<file path="config.mk">
export PLATFORM = sky130hd
export DESIGN_NAME = shift_unit
export DESIGN_NICKNAME = d
export VERILOG_FILES = /design/src/rtl/shift_unit.sv
export SDC_FILE = /design/constraint.sdc
export NUM_CORES = 1
export LEC_CHECK = 0
export CAP_MARGIN = 25
export CORE_MARGIN = 1.5
export CORE_UTILIZATION = 35
export CTS_CLUSTER_DIAMETER = 30
export DETAILED_ROUTE_END_ITERATION = 6
export DONT_BUFFER_PORTS = 1
export GPL_TIMING_DRIVEN = 0
export PLACE_DENSITY_LB_ADDON = 0.2
export SYNTH_ARGS = -nofsm -noshare
export SYNTH_HDL_FRONTEND = slang
export SYNTH_SLANG_ARGS = --single-unit
</file>
<file path="constraint.sdc">
create_clock -name clk -period 4 [get_ports clk]
set_clock_uncertainty 0.15 [all_clocks]
set_input_delay 0.8 -clock clk [delete_from_list [all_inputs] [get_ports clk]]
set_output_delay 0.8 -clock clk [all_outputs]
set_load 0.02 [all_outputs]
</file>
<file path="src/rtl/shift_unit.sv">
// -----------------------------------------------------------------------------
// shift_unit
//
// Iterative shifter for the multicycle datapath. It moves the operand one bit
// position per clock and supports logical-left, logical-right and
// arithmetic-right shifts. A start/busy/done handshake lets the control FSM
// wait until the result is valid.
//
// Optional feature macro: SHIFT_UNIT_ROTATE_EN
//   defined   : op 11 is a rotate right by the captured amount.
//   undefined : op 11 is a pass-through. The amount is forced to 0, so the
//               unit goes straight to DONE with result = data_in.
//
// Ports
//   clk     in   clock; all state changes on the rising edge
//   reset   in   asynchronous reset, active low
//   start   in   request; sampled only in IDLE or DONE
//   op      in   [1:0] 00 SLL, 01 SRL, 10 SRA, 11 rotate right / pass-through
//   data_in in   [WIDTH-1:0] operand, captured when start is accepted
//   shamt   in   [4:0] shift amount, captured when start is accepted
//   result  out  [WIDTH-1:0] shift register contents
//   busy    out  high while shifting
//   done    out  one-cycle pulse when result is final
// -----------------------------------------------------------------------------
module shift_unit #(
  parameter int WIDTH = 32
) (
  input  logic             clk,
  input  logic             reset,
  input  logic             start,
  input  logic [1:0]       op,
  input  logic [WIDTH-1:0] data_in,
  input  logic [4:0]       shamt,
  output logic [WIDTH-1:0] result,
  output logic             busy,
  output logic             done
);

  typedef enum logic [1:0] {
    ST_IDLE  = 2'd0,
    ST_SHIFT = 2'd1,
    ST_DONE  = 2'd2
  } state_t;

  localparam logic [1:0] OP_SLL = 2'b00;
  localparam logic [1:0] OP_SRL = 2'b01;
  localparam logic [1:0] OP_SRA = 2'b10;

  state_t           state_q, state_d;
  logic [WIDTH-1:0] result_q, result_d;
  logic [4:0]       count_q, count_d;
  logic [1:0]       op_q, op_d;

  logic [4:0]       eff_amt;
  logic [WIDTH-1:0] shifted;
  logic             accept;

  // Amount actually loaded into the counter when a request is accepted.
`ifdef SHIFT_UNIT_ROTATE_EN
  assign eff_amt = shamt;
`else
  // Pass-through: no shifting, so the operation completes immediately.
  assign eff_amt = (op == 2'b11) ? 5'd0 : shamt;
`endif

  // Requests are only honoured when not shifting; DONE accepts back-to-back.
  assign accept = start && ((state_q == ST_IDLE) || (state_q == ST_DONE));

  // One-position shift of the working register for the captured operation.
  always_comb begin
    shifted = result_q;
    case (op_q)
      OP_SLL:  shifted = {result_q[WIDTH-2:0], 1'b0};
      OP_SRL:  shifted = {1'b0, result_q[WIDTH-1:1]};
      OP_SRA:  shifted = {result_q[WIDTH-1], result_q[WIDTH-1:1]};
      default: begin
`ifdef SHIFT_UNIT_ROTATE_EN
        shifted = {result_q[0], result_q[WIDTH-1:1]};
`else
        shifted = result_q;
`endif
      end
    endcase
  end

  always_comb begin
    state_d  = state_q;
    result_d = result_q;
    count_d  = count_q;
    op_d     = op_q;

    if (accept) begin
      op_d     = op;
      result_d = data_in;
      count_d  = eff_amt;
      state_d  = (eff_amt == 5'd0) ? ST_DONE : ST_SHIFT;
    end else begin
      case (state_q)
        ST_SHIFT: begin
          result_d = shifted;
          // Counter only decrements when nonzero so it can never wrap.
          if (count_q != 5'd0) begin
            count_d = count_q - 5'd1;
          end
          if (count_q <= 5'd1) begin
            state_d = ST_DONE;
          end
        end
        ST_DONE: state_d = ST_IDLE;
        default: state_d = ST_IDLE;
      endcase
    end
  end

  always_ff @(posedge clk or negedge reset) begin
    if (!reset) begin
      state_q  <= ST_IDLE;
      result_q <= '0;
      count_q  <= 5'd0;
      op_q     <= 2'b00;
    end else begin
      state_q  <= state_d;
      result_q <= result_d;
      count_q  <= count_d;
      op_q     <= op_d;
    end
  end

  assign result = result_q;
  assign busy   = (state_q == ST_SHIFT);
  assign done   = (state_q == ST_DONE);

endmodule

</file>
==> impl_metrics.toml <==
[outcome]
status = "finished, final reports clean"

[sta]
setup_viol = 0
slew_viol_final = 0
rsz0062_at_grt = "false"
hold_viol = 0
finalCritPeriodShare_pct = 60.5
worstMarginPinSlew_ns = 0.507
relSlewSlack_pct = 66.2
tns_ns = 0
max_freq_ghz = 0.413
post-route-min-period_ns = 2.42

[layout]
multi_input_area_sq_mm = 0.00168
nets = 338
ff_latch_area_sq_mm = 0.00103
n_fill_cell = 812
areaGrowthSynthToFinish_pct = 8.52
layout.cells.non_filler = 397
mostFrequentLayoutCell = "dfrtp_1"
final_cell_mix = "41 x dfrtp_1, 36 x o211ai_1, 33 x nand2b_1"
final_util_pct = 38.8
drive_above_1_share_pct = 17.1
antenna_cells = 0

[placement]
place_inst = 389
hpwlAfterDp_microns = 5450
io_buffers = 0
gp_congestion = 0.784

[worst_setup_path]
cp.arrival_ns = 1.47
path_cells = "buf_4 -> clkbuf_1 -> nor2b_1"
crit_type = "reg -> out"
critPathMaxStageDelay_ns = 0.42
cp_slowest_cell = "nor2b_1"
cp_max_fo = 10
cp_top_family = "simple AND/OR/NAND/NOR gates"
cp-start-kind = "flop"
cp.required_ns = 3.05
crit_path_end_kind = "primary output"
worstReg2RegStart = "op_q[0]"
r2r_cells = 7
reg2reg_to = "result[0]"
cp.buffers_inverters = 2
rrSetupSlack_ns = 1.95

[detailed_routing]
ant_nets = 0
wirelength_microns = 7540
vias = 2207
vias_per_cell = 5.56
dr.pass1.iters = 4
drt_iter0_drc = 90
avgRoutedWirePerCell_microns = 19.0
remaining_drc_errors = 0

[clock_network]
root_buffer = "clkbuf_8"
cts_tree = "done"
cts_setup_buffers = 0
cts.clk_slew.worst_paths_ns = 0.09
h-tree-depth = 2
clk_latency_ns = 0.30
cts_made_buffers = 5
clock-sinks = 41
clockBufferDepth = 2
cts-resized-gates = 0
hold_buffers = 0

[floorplan]
io_pins = 76
die_h_microns = 94.1
start_util_pct = 35.7
num_rows = 33
dieArea_sq_mm = 0.00886
core-area_sq_mm = 0.00813
fp.dieW_microns = 94.1

[run]
cap_violations = 0

[logic_synthesis]
synth_seq_cells = 41
syn-cell-area_sq_mm = 0.00291
yosys_warnings = 0
ys_seq_area_share_pct = 35.3
syn_nets = 331
yosysUniqueCellTypes = 33
avgSynthCellArea_sq_um = 10.2
syn_inst = 284

[pwr]
p_leak_nw = 1.21
power_density_mw_per_mm2 = 1070
total_power_mw = 3.39
peakVddDrop_mv = 0.325

[worst_hold_path]
hold_class = "in -> async"

[global_route]
grt_pass1_vias = 2330
grt_max_degree = 42
grt.total_usage_pct = 17.8
antenna_found_initial = 0
grt_pass1_wl_microns = 12200
globalRouteOverflowTotal = 0
==> cell usage after synthesis <==
library cell,n,area (sq um)
dfrtp_1,41,1030
o211ai_1,36,270
nand2b_1,33,206
a31oi_1,30,188
mux2_4,30,450
nor3b_1,30,225
clkbuf_1,19,71.3
nand2_1,6,22.5
nand3_1,6,30.0
o21ai_0,6,30.0
buf_2,5,25.0
ha_1,5,62.6
inv_1,5,18.8
nor2_1,4,15.0
buf_12,3,60.1
nor3_1,3,15.0
buf_4,2,15.0
nand3b_1,2,15.0
nor2b_1,2,12.5
o311ai_0,2,17.5
or4_1,2,15.0
a211oi_1,1,7.51
a21boi_1,1,7.51
a32oi_1,1,8.76
buf_6,1,11.3
mux2_1,1,11.3
mux2i_1,1,10.0
nor4b_1,1,8.76
o21a_1,1,7.51
o21ai_4,1,16.3
o21ba_2,1,10.0
or3_1,1,6.26
or4b_1,1,10.0
==> per-stage QoR <==
step / instance area [sq um] / setup slack [ns] / hold slack [ns]
global placement: 3040 / 1.88 / 0.355
global route: 3150 / 1.46 / 0.00759
floorplan: 2910 / 2.05 / 0.354
finish: 3150 / 1.58 / 0.0355
detailed placement: 3040 / 1.88 / 0.355
CTS: 3150 / 1.54 / 0.0237
==> how the worst max path moves through the flow <==
stage               cells after the start  endpoint        from  slack, ns
finish                                  3      done  state_q[0]       1.58
CTS                                     3      done  state_q[0]       1.54
floorplan                               3      done  state_q[0]       2.05
global route                            3      done  state_q[0]       1.46
global placement                        3      done  state_q[0]       1.88
detailed placement                      3      done  state_q[0]       1.88
==> power breakdown <==
part           leakage (nW)  internal [mW]  switching [mW]
Combinational         0.654           1.02           0.908
Clock                0.0585          0.204           0.157
Sequential            0.498          0.632           0.465
==> sequential cells by signal (all words and copies together) (netlist names) <==
register / count
state_q: 2
result: 32
op_q: 2
count_q: 5
==> routing by layer <==
layer | GRT usage (%) | vias up | routed length (microns)
li1 | - | 1076 | -
met1 | 22.6 | 1058 | 3360
met2 | 28.8 | 67 | 3560
met3 | 6.80 | 6 | 564
met4 | 3.48 | 0 | 57
met5 | 0 | - | 0
==> kinds of logic after synthesis <==
family | Yosys count | synth area share (%)
buffers and inverters | 35 | 6.93
multiplexers | 32 | 16.2
AND/OR/NAND/NOR | 91 | 20.0
AO/OA/AOI/OAI | 80 | 19.4
flip-flops | 41 | 35.3
adder cells (fa/ha/maj) | 5 | 2.15
==> final cells by class <==
type	instances	share of cell area, %
Sequential cell	41	32.5
Multi-Input combinational cell	208	53.2
Clock inverter	1	0.952
Inverter	5	0.595
Tap cell	105	4.17
Buffer	30	5.79
Clock buffer	7	2.74
Power figures use the tool's default switching activity.
